[config.mk]
export PLATFORM = sky130hd
export DESIGN_NAME = mem_arbiter
export DESIGN_NICKNAME = d
export VERILOG_FILES = /design/src/rtl/mem_arb_pkg.sv /design/src/rtl/mem_arbiter_rr_arb2.sv /design/src/rtl/mem_arbiter.sv
export SDC_FILE = /design/constraint.sdc
export NUM_CORES = 1
export LEC_CHECK = 0
export CORE_MARGIN = 4
export CORE_UTILIZATION = 45
export DETAILED_ROUTE_END_ITERATION = 8
export PLACE_DENSITY_LB_ADDON = 0.08
export SETUP_SLACK_MARGIN = 0.3
export SYNTH_ARGS = -nofsm -noshare
export SYNTH_HDL_FRONTEND = slang
export SYNTH_SLANG_ARGS = --single-unit
[constraint.sdc]
create_clock -name clk -period 8.9 [get_ports clk]
set_clock_uncertainty 0.2 [all_clocks]
set_input_delay 1.335 -clock clk [delete_from_list [all_inputs] [get_ports clk]]
set_output_delay 1.335 -clock clk [all_outputs]
set_load 0.005 [all_outputs]
[src/rtl/mem_arb_pkg.sv]
// Shared types for the unified-memory arbiter: FSM states, requester ids and
// the wait-state counter width.
package mem_arb_pkg;

  localparam int CNT_W = 4;

  typedef enum logic [1:0] {
    IDLE   = 2'd0,
    ACCESS = 2'd1,
    DONE   = 2'd2
  } state_t;

  typedef enum logic {
    REQ_IF = 1'b0,
    REQ_D  = 1'b1
  } req_id_t;

endpackage

[src/rtl/mem_arbiter_rr_arb2.sv]
// Two-way round-robin picker. On a tie the requester that did not win last
// time is chosen.
module rr_arb2
  import mem_arb_pkg::*;
(
  input  logic    req_if,
  input  logic    req_d,
  input  req_id_t last_grant,
  output logic    grant_valid,
  output req_id_t grant_id
);

  always_comb begin
    grant_valid = req_if | req_d;
    grant_id    = REQ_IF;
    if (req_if && req_d) begin
      grant_id = (last_grant == REQ_IF) ? REQ_D : REQ_IF;
    end else if (req_d) begin
      grant_id = REQ_D;
    end
  end

endmodule

[src/rtl/mem_arbiter.sv]
// Sequences the single-port instruction/data memory between the fetch and
// load/store paths: IDLE -> ACCESS (WAIT_CYCLES+1 cycles) -> DONE.
module mem_arbiter
  import mem_arb_pkg::*;
#(
  parameter int WAIT_CYCLES = 1
) (
  input  logic        clk,
  input  logic        reset,
  input  logic        if_req,
  input  logic [31:0] if_addr,
  output logic        if_ready,
  output logic [31:0] if_rdata,
  input  logic        d_req,
  input  logic        d_we,
  input  logic [31:0] d_addr,
  input  logic [31:0] d_wdata,
  output logic        d_ready,
  output logic [31:0] d_rdata,
  output logic        mem_we,
  output logic [31:0] mem_a,
  output logic [31:0] mem_wd,
  input  logic [31:0] mem_rd,
  output logic        busy
);

  state_t           state_q, state_d;
  req_id_t          last_grant_q, last_grant_d;
  req_id_t          owner_q, owner_d;
  logic [CNT_W-1:0] cnt_q, cnt_d;
  logic             we_q, we_d;
  logic [31:0]      addr_q, addr_d;
  logic [31:0]      wdata_q, wdata_d;
  logic [31:0]      if_rdata_q, if_rdata_d;
  logic [31:0]      d_rdata_q, d_rdata_d;

  logic             grant_valid;
  req_id_t          grant_id;

  rr_arb2 u_rr (
    .req_if      (if_req),
    .req_d       (d_req),
    .last_grant  (last_grant_q),
    .grant_valid (grant_valid),
    .grant_id    (grant_id)
  );

  always_ff @(posedge clk or posedge reset) begin
    if (reset) begin
      state_q      <= IDLE;
      last_grant_q <= REQ_IF;
      owner_q      <= REQ_IF;
      cnt_q        <= '0;
      we_q         <= 1'b0;
      addr_q       <= '0;
      wdata_q      <= '0;
      if_rdata_q   <= '0;
      d_rdata_q    <= '0;
    end else begin
      state_q      <= state_d;
      last_grant_q <= last_grant_d;
      owner_q      <= owner_d;
      cnt_q        <= cnt_d;
      we_q         <= we_d;
      addr_q       <= addr_d;
      wdata_q      <= wdata_d;
      if_rdata_q   <= if_rdata_d;
      d_rdata_q    <= d_rdata_d;
    end
  end

  always_comb begin
    state_d      = state_q;
    last_grant_d = last_grant_q;
    owner_d      = owner_q;
    cnt_d        = cnt_q;
    we_d         = we_q;
    addr_d       = addr_q;
    wdata_d      = wdata_q;
    if_rdata_d   = if_rdata_q;
    d_rdata_d    = d_rdata_q;
    case (state_q)
      IDLE: begin
        if (grant_valid) begin
          owner_d      = grant_id;
          last_grant_d = grant_id;
          cnt_d        = CNT_W'(WAIT_CYCLES);
          state_d      = ACCESS;
          if (grant_id == REQ_D) begin
            addr_d  = d_addr;
            wdata_d = d_wdata;
            we_d    = d_we;
          end else begin
            // Fetch never writes; wdata keeps its previous value.
            addr_d = if_addr;
            we_d   = 1'b0;
          end
        end
      end
      ACCESS: begin
        if (cnt_q == '0) begin
          state_d = DONE;
          if (!we_q) begin
            if (owner_q == REQ_D) d_rdata_d  = mem_rd;
            else                  if_rdata_d = mem_rd;
          end
        end else begin
          cnt_d = cnt_q - 1'b1;
        end
      end
      DONE:    state_d = IDLE;
      default: state_d = IDLE;
    endcase
  end

  // Write strobe is combinational from state so a reset removes it at once.
  assign mem_we   = (state_q == ACCESS) && (cnt_q == '0) && we_q;
  assign mem_a    = addr_q;
  assign mem_wd   = wdata_q;
  assign if_ready = (state_q == DONE) && (owner_q == REQ_IF);
  assign d_ready  = (state_q == DONE) && (owner_q == REQ_D);
  assign if_rdata = if_rdata_q;
  assign d_rdata  = d_rdata_q;
  assign busy     = (state_q != IDLE);

endmodule

## Word-level counts from Yosys, hierarchy flattened

Cells that the tools add are included.

| operators by class | value |
|---|---|
| bitwise operators | 3 |
| reduce and logical (&&, ||, !) cells | 15 |
| add/sub/neg operators | 1 |
| equal/unequal tests | 5 |
| muxes and demuxes | 11 |

Operators by type and width:

| operator | count |
|---|---|
| 32-bit two-way mux | 1 |
| 4-bit two-way mux | 2 |
| 4-bit one-hot mux with 2 select lines | 1 |
| 4-bit AND reduction | 2 |
| 2-bit inequality test (second input constant) | 3 |
| 3-bit AND reduction | 2 |
| 1-bit logical AND | 5 |
| 4-bit zero test | 1 |
| 1-bit two-way mux | 4 |
| 2-bit two-way mux | 2 |
| 2-bit one-hot mux with 2 select lines | 1 |
| 2-bit AND reduction | 2 |
| 2-bit nonzero test | 2 |
| 4-bit by 1-bit subtractor with 4-bit output (second input constant) | 1 |
| 2-bit by 1-bit == test with 1-bit output (second input constant) | 1 |
| 2-bit == test (second input constant) | 1 |
| 2-bit zero test | 1 |
| 1-bit NOT | 2 |
| 1-bit bitwise OR | 1 |

| word-level totals | value |
|---|---|
| bits in registers | 136 |
| output and inout port bits | 132 |
| bits of input ports | 133 |
| logic and storage cells | 43 |

## Logic depth before layout (Yosys ltp)

Gate-level depths: netlist (run 1).

| depth | value |
|---|---|
| depth in word-level cells | 3 |
| depth in mapped cells | 7 |
| mapped depth without buffers | 5 |

## Hierarchy

Synthesis (run 1) repeated with hierarchy kept, for this count alone.

| second synthesis, totals | value |
|---|---|
| cell total of the unflattened synthesis | 390 |
| area, all modules | 5,515.3 µm² |

By module, submodules not included:

| module | sequential area each (µm²) | cells an instance | instances | area each (µm²) |
|---|---|---|---|---|
| mem_arbiter | 3,403.3 | 388 | 1 | 5,501.5 |
| rr_arb2 | 0.0 | 2 | 1 | 13.8 |

## Worst setup path before layout (run 1)

No wires, ideal clock.

| path | value |
|---|---|
| kind | input to register |
| start | input port d_req |
| end | register wdata_q[10] (netlist: mem_wd[10]) |
| buffers on the path | 1 |
| slack | 6,172 ps |
| required time | 8,575 ps |
| setup time | 125 ps |
| arrival | 2,404 ps |
| cell stages on the path | 4 |
| path through | a21boi_1 nand2_1 buf_1 mux2_2 |

| on the way | value |
|---|---|
| cells in the longest elaborated chain, start to end | 3 |
| elaborated cells on any way between the ends | 5 |
| those cells by class | mux (2); bitwise (1); reduce/logical (2) |

Ends and longest elaborated chain:

| what | RTL line | RTL |
|---|---|---|
| start, declared | mem_arbiter.sv:14 | `input logic d_req,` |
| 1-bit two-way mux or 1-bit logical AND (tied branches) | mem_arbiter_rr_arb2.sv:18, mem_arbiter_rr_arb2.sv:16 |  |
| 1-bit two-way mux | mem_arbiter_rr_arb2.sv:16 | `if (req_if && req_d) begin` |
| 3-bit AND reduction (no line) * | n/a |  |
| end signal, assigned | mem_arbiter.sv:66 | `wdata_q <= wdata_d;` |
| end, declared | mem_arbiter.sv:33 | `logic [31:0] wdata_q, wdata_d;` |

Mark *: on every way between the ends. The rest lies on a longest branch, timed or not.
A chain may end at the register's enable or synchronous reset.

## Worst setup path in the final report (run 1)

| path | value |
|---|---|
| start | register cnt_q[0] |
| end | output port mem_we |

| on the way | value |
|---|---|
| cells in the longest elaborated chain, start to end | 3 |

Ends and longest elaborated chain:

| what | RTL line | RTL |
|---|---|---|
| start, declared | mem_arbiter.sv:30 | `logic [CNT_W-1:0] cnt_q, cnt_d;` |
| start signal, assigned | mem_arbiter.sv:63 | `cnt_q <= cnt_d;` |
| 4-bit zero test | mem_arbiter.sv:117 | `assign mem_we = (state_q == ACCESS) && (cnt_q == '0) && we_q;` |
| 1-bit logical AND (2 in a row) | mem_arbiter.sv:117 |  |
| end, declared | mem_arbiter.sv:20 | `output logic mem_we,` |

No other way between the ends.

==> impl_metrics.env, run 1 <==
export IMPL_status="finished clean"
export IMPL_fill_cells=916
export IMPL_layout_worst_path_cycle_share=0.415
export IMPL_final_nets=825
export IMPL_setup_tns_ns=0
export IMPL_area_growth_pct=57.3
export IMPL_multiInputGateArea_um2=2170
export IMPL_peakVddDrop_v=0.000162
export IMPL_p_seq_frac=0.337
export IMPL_syn_area_per_cell_um2=13.5
export IMPL_antenna_found_initial=0
export IMPL_worst_ep_arrival_time_ns=2.16
export IMPL_wl_per_cell_um=18.4
export IMPL_worst_setup_path_end_kind="primary output"
export IMPL_pwr_share_comb=0.430
export IMPL_final_common_cell="clkdlybuf4s50_1"
export IMPL_clk_pin_slew_worst_paths_ns=0.05
export IMPL_wl_mm=16.1
export IMPL_start_kind="flop"
export IMPL_synth_yosys_seq_area_share=0.586
export IMPL_dieArea_um2=14800
export IMPL_register_area_um2=3400
export IMPL_cts_resized=0
export IMPL_critPathMaxFanout=4
export IMPL_syn_area_um2=5810
export IMPL_total_power_mw=3.34
export IMPL_setup_viol=0
export IMPL_p_sw_frac=0.278
export IMPL_grt_busiest_layer="met2"
export IMPL_grt_max_degree=81
export IMPL_min_path_type="reg -> reg"
export IMPL_post_route_min_period_ns=3.70
export IMPL_slew_viol_final=0
export IMPL_track_usage=0.217
export IMPL_overflow=0
export IMPL_post_cts_setup_buffer_count=0
export IMPL_grt_pass1_wl_mm=24.7
export IMPL_power_internal_mw=2.42
export IMPL_cts_buffer_depth=2
export IMPL_numCtsBuffers=17
export IMPL_synth_top_area_frac=0.586
export IMPL_worstSetupPathType="reg -> out"
export IMPL_ys_types=33
export IMPL_cts_tree="built"
export IMPL_antenna_left=0
export IMPL_first_global_vias=4720
export IMPL_initial_core_util=0.460
export IMPL_worstPathRequired_ns=7.36
export IMPL_final_layout_size_suffix_gt1_frac=0.191
export IMPL_drtIter0Drc=295
export IMPL_num_io_pins=265
export IMPL_relSlewSlack=0.206
export IMPL_diodes=0
export IMPL_port_buffers=264
export IMPL_rsz0062_at_grt="no"
export IMPL_htreeDepth=4
export IMPL_netSwitchingPower_uw=929
export IMPL_first_pass_iters=4
export IMPL_core_um2=12600
export IMPL_powerDensity_nw_per_um2=366
export IMPL_route_detailed_drc=0
export IMPL_viasPerCell=5.05
export IMPL_leakage_nw=4.04
export IMPL_hold_viol_final=0
export IMPL_ys_seq_elements=136
export IMPL_clockPowerShare=0.232
export IMPL_rows=41
export IMPL_fmax_ghz=0.271
export IMPL_dp_hpwl_mm=11.3
export IMPL_use_met3=0.0877
export IMPL_yosysWarnings=0
export IMPL_hold_buffers=0
export IMPL_vias=4423
export IMPL_cts_root_buffer="clkbuf_16"
export IMPL_tightest_slew_ns=1.19
export IMPL_grt_use_met1=0.261
export IMPL_gr_usage_met2=0.353
export IMPL_yosysTopAreaCell="dfrtp_1"
export IMPL_gp_congestion=0.790
export IMPL_clock_latency_ns=0.41
export IMPL_drv_cap=0
export IMPL_cts_sinks=136
export IMPL_netlist_instances=432
export IMPL_chipHeight_um=122
export IMPL_final_cell_mix="clkdlybuf4s50_1 (264), dfrtp_1 (136), nand2_1 (68)"
export IMPL_synth_area_leaders="dfrtp_1 (59%), mux2_4 (16%), mux2_2 (6.2%), nand2_1 (4.4%), a31oi_1 (3.4%)"
export IMPL_fp_dieW_um=122
export IMPL_synth_nets=567
-- metal layers --
metal / up-vias / routed length [µm] / share of wire
met5: - / 0 / 0
met4: 0 / 337 / 0.021
met3: 25 / 1500 / 0.093
met2: 191 / 8030 / 0.50
met1: 2177 / 6190 / 0.39
li1: 2030 / - / -
-- flip-flops by register name, summed over array words and instances (netlist names) --
signal    cells
mem_wd       32
d_rdata      32
if_rdata     32
cnt_q         4
state_q       2
mem_a        32
we_q          1
owner_q       1
-- final timing paths --
check,from,endpoint,slack (ns),cells after the start
max in group asynchronous,reset,mem_wd[13],5.83,3
setup reg to reg,cnt_q[0],if_rdata[31],6.23,5
setup / recovery,cnt_q[0],mem_we,5.20,5
hold reg to reg,d_rdata[20],d_rdata[20],0.28,1
min in group asynchronous,reset,mem_wd[8],1.20,2
hold / removal,d_rdata[20],d_rdata[20],0.28,1
-- critical path, stage by stage (launching register included) --
cell	delay, ns
dfrtp_1	0.38
inv_1	0.10
ha_1	0.20
nor3b_1	0.32
and3_1	0.22
clkdlybuf4s50_1	0.54
-- synthesized netlist by cell type --
cell type    n
nor3_1       2
nor2_1       2
nor3b_1      3
or4_1        1
and2_1       2
a21bo_2      1
dfrtp_1    136
a32o_1       1
a21boi_1     1
mux2_2      32
and3_1       1
o21bai_1     1
clkbuf_1    19
a21oi_1     35
buf_1        2
nor4_1       1
mux2_1       4
or2_2        1
ha_1         2
nand2_1     68
inv_1        6
buf_12       6
o21ai_0      2
nor2b_1      2
or4_4        2
buf_6        2
a221o_1      1
nand2b_1     1
mux2_4      60
a31oi_1     32
a31o_2       1
or3_1        1
or3b_4       1
-- kinds of logic after synthesis --
| group | count (synthesis) | synth area share |
|---|---|---|
| DFF | 136 | 0.586 |
| adders and majority gates | 2 | 0.00431 |
| AOI/OAI and AO/OA | 75 | 0.0756 |
| buffers and inverters | 35 | 0.0420 |
| muxes | 96 | 0.225 |
| and+or+nand+nor | 88 | 0.0676 |
-- power groups by stage --
stage	combinational (mW)	sequential [mW]	clock, mW
4_1_cts	1.46	1.13	0.791
3_3_place_gp	1.42	1.11	0
6_report	1.44	1.13	0.777
2_1_floorplan	0.642	1.13	0
3_5_place_dp	1.45	1.13	0
5_1_grt	1.54	1.17	0.821
-- stage by stage --
stage	hold slack, ns	instances	worst slack, ns	cell area (µm²)	utilization
3_3_place_gp	0.275	843	4.97	8490	0.672
2_1_floorplan	0.289	432	3.73	5810	-
4_1_cts	0.292	875	5.18	9140	0.724
3_5_place_dp	0.280	843	4.82	8490	0.672
6_report	0.283	875	5.20	9140	0.724
5_1_grt	0.317	875	4.97	9140	0.724
-- final cells by class --
| class | instances | share of cell area |
|---|---|---|
| clock inverters | 8 | 0.0181 |
| flip-flops and latches | 136 | 0.372 |
| clock buffers | 24 | 0.0538 |
| repair buffers | 268 | 0.292 |
| well taps | 172 | 0.0235 |
| inverters | 6 | 0.00274 |
| multi-input cells | 261 | 0.237 |
(Power assumes the default switching activity.)
==> run 2: changes to the inputs <==
--- a/config.mk
+++ b/config.mk
@@ -6,7 +6,7 @@
 export NUM_CORES = 1
 export LEC_CHECK = 0
 export CORE_MARGIN = 4
-export CORE_UTILIZATION = 45
+export CORE_UTILIZATION = 38
 export DETAILED_ROUTE_END_ITERATION = 8
 export PLACE_DENSITY_LB_ADDON = 0.08
 export SETUP_SLACK_MARGIN = 0.3
==> constraint.sdc (replaced) <==
create_clock -name clk -period 3.4 [get_ports clk]
set_clock_uncertainty 0.2 [all_clocks]
set_input_delay 0.51 -clock clk [delete_from_list [all_inputs] [get_ports clk]]
set_output_delay 0.51 -clock clk [all_outputs]
set_load 0.005 [all_outputs]
==> run 2 against run 1 <==
Compared with the run above: flip-flop and latch count did not move; routed wire length rose by 0.32%; combinational power rose to 2.6 times the previous value; critical path type unchanged; global-route usage fell by 2.6 points; highest routed layer unchanged.
==> impl_metrics.env, run 2 (synthesized netlist as in run 1, its figures left out) <==
export IMPL_first_global_vias=4940
export IMPL_max_stage_delay_ns=0.54
export IMPL_wl_mm=16.1
export IMPL_cts_sinks=136
export IMPL_dieArea_um2=17300
export IMPL_drv_cap=0
export IMPL_gp_congestion=0.836
export IMPL_wl_per_cell_um=18.1
export IMPL_peakVddDrop_v=0.000493
export IMPL_final_layout_size_suffix_gt1_frac=0.193
export IMPL_htreeDepth=4
export IMPL_grt_pass1_wl_mm=26.1
export IMPL_worst_ep_arrival_time_ns=2.14
export IMPL_dpl_cell_area_um2=8550
export IMPL_layout_worst_path_cycle_share=0.840
export IMPL_critPathMaxFanout=4
export IMPL_first_pass_iters=4
export IMPL_cts_root_buffer="clkbuf_16"
export IMPL_core_um2=14800
export IMPL_setup_tns_ns=0
export IMPL_antenna_found_initial=0
export IMPL_cts_buffer_depth=2
export IMPL_start_kind="flop"
export IMPL_post_route_min_period_ns=2.85
export IMPL_status="finished clean"
export IMPL_diodes=0
export IMPL_leakage_nw=4.02
export IMPL_hold_viol_final=0
export IMPL_hold_buffers=0
export IMPL_rows=44
export IMPL_slew_viol_final=0
export IMPL_clk_pin_slew_worst_paths_ns=0.05
export IMPL_viasPerCell=4.97
export IMPL_chipHeight_um=132
export IMPL_final_common_cell="clkdlybuf4s50_1"
export IMPL_worstSetupPathType="reg -> out"
export IMPL_hold_slack_ns=0.288
export IMPL_cts_tree="built"
export IMPL_initial_core_util=0.394
export IMPL_relSlewSlack=0.179
export IMPL_dp_hpwl_mm=11.6
export IMPL_overflow=0
export IMPL_route_detailed_drc=0
export IMPL_worstPathCellList="inv_1, ha_1, nor3b_1, and3_1, clkdlybuf4s50_1"
export IMPL_vias=4424
export IMPL_fill_cells=1180
export IMPL_area_growth_pct=57.1
export IMPL_slowest_stage="clkdlybuf4s50_1"
export IMPL_final_util=0.619
export IMPL_final_cell_mix="clkdlybuf4s50_1 (264), dfrtp_1 (136), nand2_1 (68)"
export IMPL_port_buffers=264
export IMPL_drtIter0Drc=180
export IMPL_fmax_ghz=0.350
export IMPL_fp_dieW_um=132
export IMPL_worst_setup_path_end_kind="primary output"
export IMPL_powerDensity_nw_per_um2=931
export IMPL_min_path_type="reg -> reg"
export IMPL_grt_max_degree=54
export IMPL_setup_viol=0
export IMPL_post_cts_setup_buffer_count=0
export IMPL_final_nets=828
export IMPL_antenna_left=0
export IMPL_clock_latency_ns=0.41
export IMPL_worstPathRequired_ns=2.69
export IMPL_cts_resized=0
export IMPL_track_usage=0.191
export IMPL_num_io_pins=265
export IMPL_stdcell_area_um2=9130
export IMPL_numCtsBuffers=17
export IMPL_total_power_mw=8.50
export IMPL_rsz0062_at_grt="no"
export IMPL_tightest_slew_ns=1.23
## run 2: cell types whose count changed in the layout (fill, tap and decap cells not counted)
cell	delta
buf_12	+2
buf_4	+1
bufinv_16	-3
clkbuf_1	+1
clkbuf_8	-1
clkinv_2	+1
clkinvlp_4	+3
inv_4	-1
## run 2: layer usage
layer | global-route usage | part of all wire
met2 | 0.318 | 0.49
met1 | 0.220 | 0.41
met5 | 0 | 0
met3 | 0.0753 | 0.076
met4 | 0.0782 | 0.025
## run 2: stage by stage
| step | instances | setup slack [ns] |
|---|---|---|
| global route | 890 | 0.387 |
| finish | 890 | 0.546 |
| global placement | 858 | 0.716 |
| detailed placement | 858 | 0.619 |
| CTS | 890 | 0.497 |
| floorplan | 432 | 0.997 |
## run 2: path summary, 6_finish.rpt
| kind | from | to | slack (ns) | cells past startpoint |
|---|---|---|---|---|
| worst min-delay path | d_rdata[21] | d_rdata[21] | 0.29 | 1 |
| worst max register to register | cnt_q[0] | if_rdata[31] | 0.75 | 5 |
| worst min register to register | d_rdata[21] | d_rdata[21] | 0.29 | 1 |
| worst max-delay path | cnt_q[0] | mem_we | 0.55 | 5 |
| max in group asynchronous | reset | mem_wd[3] | 1.86 | 3 |
| min in group asynchronous | reset | if_rdata[1] | 0.39 | 2 |
## run 2: critical path: cells and delay by family (launching register included)
| family | cells | cell delay, ns |
|---|---|---|
| simple gates | 2 | 0.53 |
| fa+ha+maj | 1 | 0.20 |
| flops | 1 | 0.38 |
| buf+inv | 2 | 0.64 |
## run 2: final cells by class
cell class              count  area [µm²]  area share
clock inverters             8        95.1      0.0104
multi-input cells         261        2170       0.238
inverters                   6        26.3     0.00288
flip-flops and latches    136        3400       0.373
repair buffers            271        2720       0.298
well taps                 184         230      0.0252
clock buffers              24         482      0.0528
## run 2: report_power, final
group,switching [mW],leakage (nW),internal (mW)
sequential,0.473,1.58,2.46
clock,0.658,0.280,1.13
combinational,1.28,2.15,2.50
total,2.41,4.02,6.09
==> run 3: changes to the inputs <==
--- a/config.mk
+++ b/config.mk
@@ -6,7 +6,7 @@
 export NUM_CORES = 1
 export LEC_CHECK = 0
 export CORE_MARGIN = 4
-export CORE_UTILIZATION = 38
+export CORE_UTILIZATION = 42
 export DETAILED_ROUTE_END_ITERATION = 8
 export PLACE_DENSITY_LB_ADDON = 0.08
 export SETUP_SLACK_MARGIN = 0.3
==> constraint.sdc (replaced) <==
create_clock -name clk -period 2.7 [get_ports clk]
set_clock_uncertainty 0.2 [all_clocks]
set_input_delay 0.405 -clock clk [delete_from_list [all_inputs] [get_ports clk]]
set_output_delay 0.405 -clock clk [all_outputs]
set_load 0.005 [all_outputs]
==> run 3 against run 2 <==
Compared with the run above: die area decreased by 9.0%; critical path type is now reg -> reg; core utilization increased by 8.5 points; clock power increased by 34%; routed wire length increased by 1.6%; sequential power increased by 28%; flip-flop and latch count unchanged; critical path depth increased by 1; combinational power increased by 31%; via count increased by 1.7%; global-route usage increased by 1.1 points; design area increased by 3.3%; non-clock buffer count increased by 15.
==> impl_metrics.env, run 3 (synthesized netlist as in run 1, its figures left out) <==
export IMPL_status="finished clean"
export IMPL_rr_startpoint="cnt_q[0]"
export IMPL_port_buffers=264
export IMPL_htreeDepth=4
export IMPL_worst_setup_path_end_kind="flop"
export IMPL_tightest_slew_ns=0.626
export IMPL_first_pass_iters=4
export IMPL_setup_viol=0
export IMPL_fp_dieW_um=126
export IMPL_overflow=0
export IMPL_route_detailed_drc=0
export IMPL_antenna_found_initial=0
export IMPL_crit_start="cnt_q[0]"
export IMPL_drtIter0Drc=167
export IMPL_hold_viol_final=0
export IMPL_diodes=0
export IMPL_initial_core_util=0.434
export IMPL_rsz0062_at_grt="yes"
export IMPL_worst_ep_arrival_time_ns=2.58
export IMPL_relSlewSlack=0.583
export IMPL_wl_per_cell_um=18.3
export IMPL_numCtsBuffers=17
export IMPL_vias=4499
export IMPL_worstSetupPathType="reg -> reg"
export IMPL_total_power_mw=11.1
export IMPL_viasPerCell=5.02
export IMPL_wl_mm=16.4
export IMPL_track_usage=0.202
export IMPL_num_io_pins=265
export IMPL_cts_tree="built"
export IMPL_cts_buffer_depth=2
export IMPL_core_um2=13400
export IMPL_chipHeight_um=126
export IMPL_multiInputGateArea_um2=2200
export IMPL_dieArea_um2=15800
export IMPL_slew_viol_final=0
export IMPL_worstPathCellList="inv_2, ha_4, or3b_4, or4_4, clkbuf_16, mux2_4"
export IMPL_dp_hpwl_mm=11.3
export IMPL_slowest_stage="or4_4"
export IMPL_final_common_cell="clkdlybuf4s50_1"
export IMPL_critPathMaxFanout=8
export IMPL_layout_worst_path_cycle_share=0.922
export IMPL_peakVddDrop_v=0.000515
export IMPL_fill_cells=934
export IMPL_worstPathRequired_ns=2.79
export IMPL_drv_cap=0
export IMPL_start_kind="flop"
export IMPL_final_cell_mix="clkdlybuf4s50_1 (263), dfrtp_1 (134), nand2_1 (68)"
export IMPL_final_util=0.704
export IMPL_fmax_ghz=0.402
export IMPL_clk_pin_slew_worst_paths_ns=0.06
export IMPL_final_nets=843
export IMPL_register_area_um2=3410
export IMPL_grt_pass1_wl_mm=25.3
export IMPL_min_path_type="in -> async"
export IMPL_hold_buffers=0
export IMPL_clock_latency_ns=0.41
export IMPL_cts_root_buffer="clkbuf_16"
export IMPL_post_route_min_period_ns=2.49
export IMPL_antenna_left=0
export IMPL_gp_congestion=0.806
export IMPL_max_stage_delay_ns=0.64
export IMPL_grt_max_degree=77
export IMPL_leakage_nw=4.17
export IMPL_setup_tns_ns=0
export IMPL_cts_sinks=136
export IMPL_final_layout_size_suffix_gt1_frac=0.226
export IMPL_powerDensity_nw_per_um2=1180
export IMPL_area_growth_pct=62.3
export IMPL_rows=42
export IMPL_first_global_vias=4831
## run 3: cell types whose count changed in the layout (fill, tap and decap cells not counted), moves of 2 or more
cell and delta:
inv_2 +2, buf_16 +4, dfrtp_1 -2, buf_4 +8, inv_1 -2, clkbuf_1 -4
clkbuf_16 +2, dfrtp_2 +2, clkinvlp_4 +2
## run 3: final cells by class
class,count,area share
Timing Repair Buffer,286,0.313
Tap cell,176,0.0234
Multi-Input combinational cell,261,0.233
Inverter,6,0.00279
Sequential cell,136,0.361
Clock buffer,21,0.0510
Clock inverter,11,0.0153
## run 3: through the flow
stage / std cells / worst slack, ns / area (µm²) / hold WS, ns
floorplan: 432 / 0.302 / 5810 / 0.289
global placement: 854 / 0.282 / 8590 / 0.274
CTS: 890 / 0.252 / 9320 / 0.280
global route: 897 / 0.158 / 9430 / 0.297
finish: 897 / 0.210 / 9430 / 0.273
detailed placement: 854 / 0.238 / 8590 / 0.289
## run 3: worst paths after layout
path                                     end  depth (start not counted)  slack (ns)
worst max-delay path              d_rdata[2]                          6        0.21
worst min-delay path                cnt_q[2]                          3        0.27
worst max register to register    d_rdata[2]                          6        0.21
worst min register to register  if_rdata[31]                          1        0.30
max in group asynchronous          mem_wd[9]                          3        1.68
min in group clk                if_rdata[31]                          1        0.30
## run 3: worst max-delay path: cells and delay by family, from the launching register on
kind                     cells  cell delay, ns
adder cells (fa/ha/maj)      1            0.13
flip-flops                   1            0.39
AND/OR/NAND/NOR              2            1.02
multiplexers                 1            0.30
buffers and inverters        2            0.32
## run 3: power breakdown
part | leakage [nW] | switching, mW | internal [mW]
logic | 2.30 | 1.66 | 3.32
clock network | 0.298 | 0.854 | 1.55
registers | 1.58 | 0.647 | 3.10
total | 4.17 | 3.16 | 7.96
## run 3: what timing repair did
item / in CTS / in global routing
gates cloned: 2 / 3
setup buffers: 2 / 4
pin swaps: 0 / 2
setup endpoints to repair: 65 / 67
endpoints found under the hold margin: 0 / 0
resized for setup: 10 / 8
## run 3: routing by layer
metal,track usage,share of wire,wire length (µm)
met5,0,0,0
met4,0.0625,0.015,249
met3,0.0707,0.079,1300
met2,0.351,0.51,8400
met1,0.235,0.39,6430
==> RTL edit 1: new RTL, settings of run 2 <==
Encoding of `state_t`: now one-hot (3 bits for 3 states).
--- a/src/rtl/mem_arb_pkg.sv
+++ b/src/rtl/mem_arb_pkg.sv
@@ -4,10 +4,10 @@
 
   localparam int CNT_W = 4;
 
-  typedef enum logic [1:0] {
-    IDLE   = 2'd0,
-    ACCESS = 2'd1,
-    DONE   = 2'd2
+  typedef enum logic [2:0] {
+    IDLE   = 3'b001,
+    ACCESS = 3'b010,
+    DONE   = 3'b100
   } state_t;
 
   typedef enum logic {
Function: same outputs for any inputs over 4 cycles, from zero or initial values and one cycle with reset high; so few cycles prove little.
==> RTL edit 1 against run 2 <==
Global-route usage fell by 1.5 points; largest cell class unchanged; combinational power shrank 9.3%; total power fell by 4.0%; wire length is 8.5% lower; sequential cell count is 1 higher; setup slack worse by 49 ps; critical path depth did not move; cell count decreased by 7.3%; hold slack gained 13 ps; critical path type unchanged; synthesized area decreased by 1.5%; design area rose by 0.25%; sequential share of layout area rose by 0.20 points; die area decreased by 1.4%.
==> RTL edit 1: results (changes against run 2) <==
stage;metric;value;unit;change
power;worst vdd ir;0.000466;V;-5.4%
worst_setup_path;reg2reg end;if_rdata[25]$_DFFE_PP0P_;;
sta;post-route worst hold slack;302;ps;+13.3 ps
placement;worst slack, placed;725;ps;+106 ps
yosys;leading post-synthesis cells by instance count;136 x dfrtp_1, 131 x mux2_2, 30 x mux2_4, 8 x clkbuf_1, 6 x inv_1;;
min_path;Worst Min Path Start;d_rdata[8]$_DFFE_PP0P_;;
sta;worst max-slew margin expressed relative to the limit;50.9;%;+33 points
outcome;outcome;finished clean;;
yosys;Syn Area/Cell;16.2;µm²;+20%
drt;number of vias in the routed layout;3939;;-11%
yosys;net count after synthesis;488;;-14%
placement;number of cells after detailed placement;793;;-7.6%
drt;routed length per placed instance;17.9;µm;-1.3%
global_routing;maximum number of pins on one net before global-route repair;63;;+17%
placement;final RePlAce weighted congestion;0.743;;-11%
cells_and_area;share of layout cells above drive strength 1;32.6;%;+13 points
placement;number of port buffers;264;;unchanged
global_routing;via count of the first global-routing pass;4289;;-13%
drt;drt via density;4.77;;-3.9%
global_routing;GRT Resource Usage Total;17.6;%;-1.5 points
drt;DRT iter0 DRCs;76;;-58%
yosys;portion of the post-synthesis area used by sequential elements;59.9;%;+1.4 points
global_routing;first-pass GRT wire length;22800;µm;-13%
placement;half-perimeter wire length after placement;10900;µm;-6.1%
drt;number of iterations in the first detailed-routing pass;4;;unchanged
yosys;top cell type's share of synthesized area;59.5;%;+0.91 points
cells_and_area;NumNets Final;762;;-8.0%
min_path;Hold Path Sink;d_rdata[8]$_DFFE_PP0P_;;
power;cell leakage power;3.86;nW;-3.8%
placement;Area after DPL;8570;µm²;+0.23%
## RTL edit 1: worst max path at each step
stage / from / endpoint / slack (ps)
after floorplan: reset / cnt_q[0]$_DFFE_PP0P_ / 980
after global placement: if_req / mem_a[25]$_DFFE_PP0P_ / 750
after detailed placement: d_req / mem_a[24]$_DFFE_PP0P_ / 730
after CTS: cnt_q[0]$_DFFE_PP0P_ / mem_we / 500
after global routing: cnt_q[0]$_DFFE_PP0P_ / mem_we / 390
final: cnt_q[0]$_DFFE_PP0P_ / mem_we / 500
## RTL edit 1: where the power goes
part | switching [mW] | internal [mW]
Clock | 0.719 | 1.08
Sequential | 0.459 | 2.47
Combinational | 1.03 | 2.41
## RTL edit 1: critical path, cell delays in order, from the launching register on
cell and delay (ps):
dfrtp_1 380, inv_1 80, ha_1 190, nor3b_1 360, and3_1 220, clkdlybuf4s50_1 550
## RTL edit 1: final cells by class
class	instances	area, µm²
multi-input cells	195	2160
flip-flops and latches	137	3430
inverters	6	26.3
fillers	1115	5500
well taps	184	230
repair buffers	271	2720
clock buffers	17	425
clock inverters	15	154
## RTL edit 1: per-layer routing
layer  up-vias  share of wire (%)  track usage, %
li1       1826                  -               -
met1      1933                 39            20.0
met2       161                 50            29.2
met3        19                9.9            7.80
met4         0                1.7            6.84
met5         -                  0               0
## RTL edit 1: cell families after synthesis
logic type | synth area share [%]
mux | 33.7
fa+ha+maj | 0.219
buf+inv | 2.49
flops | 59.9
compound gates | 1.07
simple gates | 2.62
==> RTL edit 2: new RTL, settings of run 2 <==
Made on the original files. `CNT_W`: 4 -> 6.
--- a/src/rtl/mem_arb_pkg.sv
+++ b/src/rtl/mem_arb_pkg.sv
@@ -2,7 +2,7 @@
 // the wait-state counter width.
 package mem_arb_pkg;
 
-  localparam int CNT_W = 4;
+  localparam int CNT_W = 6;
 
   typedef enum logic [1:0] {
     IDLE   = 2'd0,
Formal check against the unedited RTL: same outputs for any inputs over 4 cycles, from zero or initial values and one cycle with reset high; that may be too few to reach the edited logic, so the function may still have changed.
==> RTL edit 2 against run 2 <==
Combinational power down 6.3%; register-to-register slack better by 50 ps; count of clock-buffer cells in the layout is 3 lower; total power down 1.7%; synthesized area decreased by 0.24%; design area increased by 1.0%; first-iteration DRC count is 7.2% lower; largest power group unchanged; synthesized cell count shrank 6.0%; wire length is 1.6% lower; sequential cell count up 2; setup slack better by 63 ps.
==> RTL edit 2: results (changes against run 2) <==
stage;metric;value;unit;change
cells_and_area;antenna cells;0;;unchanged
drt;Final ANT Viol Nets;0;;unchanged
cts;Clk Tree Root Cell;clkbuf_16;;
placement;final RePlAce weighted congestion;0.765;;-8.5%
cts;clock insertion delay at the later pin of the skew report;400;ps;
drt;routed length on met3;1590;µm;+30%
drt;topmost layer with routed signal wires;met4;;
global_routing;global routing met1 resource utilization;21.9;%;-0.080 points
min_path;number of instances on the worst hold path;1;;unchanged
cts;Post CTS Setup Buffer Count;0;;unchanged
cts;number of buffers on the longest clock path;2;;unchanged
drt;routed metal-1 wire length;6300;µm;-4.5%
global_routing;initial antenna violation count;0;;unchanged
cells_and_area;NumNets Final;808;;-2.4%
drt;number of vias in the routed layout;4275;;-3.4%
yosys;net count after synthesis;541;;-4.6%
min_path;Worst Min Path Start;if_rdata[25]$_DFFE_PP0P_;;
placement;number of port buffers;264;;unchanged
worst_setup_path;CP arrival;2080;ps;-60 ps
drt;DRT iter0 DRCs;167;;-7.2%
cts;Inserted Clock Buffers;17;;unchanged
global_routing;first-pass GRT wire length;25700;µm;-1.4%
yosys;Post-synth EDFFs;0;;unchanged
min_path;worst min-delay path class;register to register;;
cts;Clock Pin Slew Worst Setup and Hold Paths;50;ps;about the same
yosys;leading post-synthesis cells by instance count;138 x dfrtp_1, 69 x o21ai_0, 63 x mux2_2, 35 x mux2i_1, 30 x mux2_4;;
power;cell leakage power;3.97;nW;-1.1%
cts;post-cts gate resize count;0;;unchanged
drt;routed length per placed instance;18.2;µm;+0.68%
placement;half-perimeter wire length after placement;11700;µm;+0.80%
outcome;outcome;finished clean;;
worst_setup_path;worst-path fanout max;4;;unchanged
min_path;Hold Path Sink;if_rdata[25]$_DFFE_PP0P_;;
cells_and_area;share of layout cells above drive strength 1;20.6;%;+1.3 points
global_routing;maximum number of pins on one net before global-route repair;56;;+3.7%
global_routing;GRT Resource Usage Total;18.7;%;-0.42 points
sta;worst max-slew margin expressed relative to the limit;40.8;%;+23 points
yosys;total of warnings raised by yosys;0;;unchanged
drt;number of iterations in the first detailed-routing pass;4;;unchanged
worst_setup_path;worst setup slack for register-to-register paths;800;ps;+50 ps
yosys;number of distinct library cell variants in the gate-level netlist after synthesis;35;;+6.1%
power;worst vdd ir;0.000425;V;-14%
global_routing;via count of the first global-routing pass;4733;;-4.2%
worst_setup_path;Critical Path Source;cnt_q[0]$_DFFE_PP0P_;;
sta;post-route worst hold slack;296;ps;+7.38 ps
drt;met2 WL;7770;µm;-1.6%
cts;CTS HTree Levels;4;;unchanged
sta;number of hold violations in the final report;0;;unchanged
yosys;portion of the post-synthesis area used by sequential elements;59.6;%;+1.0 points
global_routing;met2 Use GR;30.4;%;-1.4 points
worst_setup_path;reg2reg end;if_rdata[15]$_DFFE_PP0P_;;
global_routing;met3 demand-to-capacity share in global routing;8.56;%;+1.0 points
yosys;Synth async-reset ratio;100;%;unchanged
yosys;cells taking the most area after synthesis;dfrtp_1 60%, mux2_2 12%, mux2_4 7.8%;;
worst_setup_path;depth of the worst register-to-register path;5;;unchanged
==> RTL edit 2: cell type report <==
cell class / instances / area, µm²
Tap cell: 184 / 230
Clock inverter: 11 / 145
Timing Repair Buffer: 272 / 2720
Clock buffer: 21 / 460
Fill cell: 1182 / 5530
Inverter: 6 / 26.3
Multi-Input combinational cell: 238 / 2190
Sequential cell: 138 / 3450
==> RTL edit 2: power by group <==
group	leakage, nW	internal, mW	switching, mW
clock network	0.289	1.19	0.674
logic	2.04	2.32	1.22
registers	1.65	2.47	0.471
==> RTL edit 2: worst max-delay path by stage <==
stage	to	slack [ps]
finish	mem_we	610
global route	mem_we	500
CTS	mem_we	570
detailed placement	if_rdata[15]$_DFFE_PP0P_	780
global placement	if_rdata[15]$_DFFE_PP0P_	850
floorplan	cnt_q[0]$_DFFE_PP0P_	970
==> RTL edit 2: worst max-delay path, cell delays in order (launching register included) <==
cell,delay [ps]
dfrtp_1,390
inv_1,120
ha_1,200
and4bb_4,280
and3_1,160
clkdlybuf4s50_1,530
==> RTL edit 2: cells by family after synthesis <==
kind of cell | after synthesis | synth area share [%]
adders and majority gates | 2 | 0.432
AOI/OAI and AO/OA | 80 | 7.32
muxes | 132 | 26.8
and+or+nand+nor | 24 | 2.89
DFF | 138 | 59.6
buffers and inverters | 30 | 2.96
==> RTL edit 2: metrics by stage <==
step	power, mW	setup WS [ps]	instances	cell area [µm²]
global route	8.88	498	870	9220
CTS	8.48	571	870	9220
global placement	6.46	845	838	8610
detailed placement	6.55	783	838	8610
finish	8.35	608	870	9220
floorplan	4.40	969	406	5800
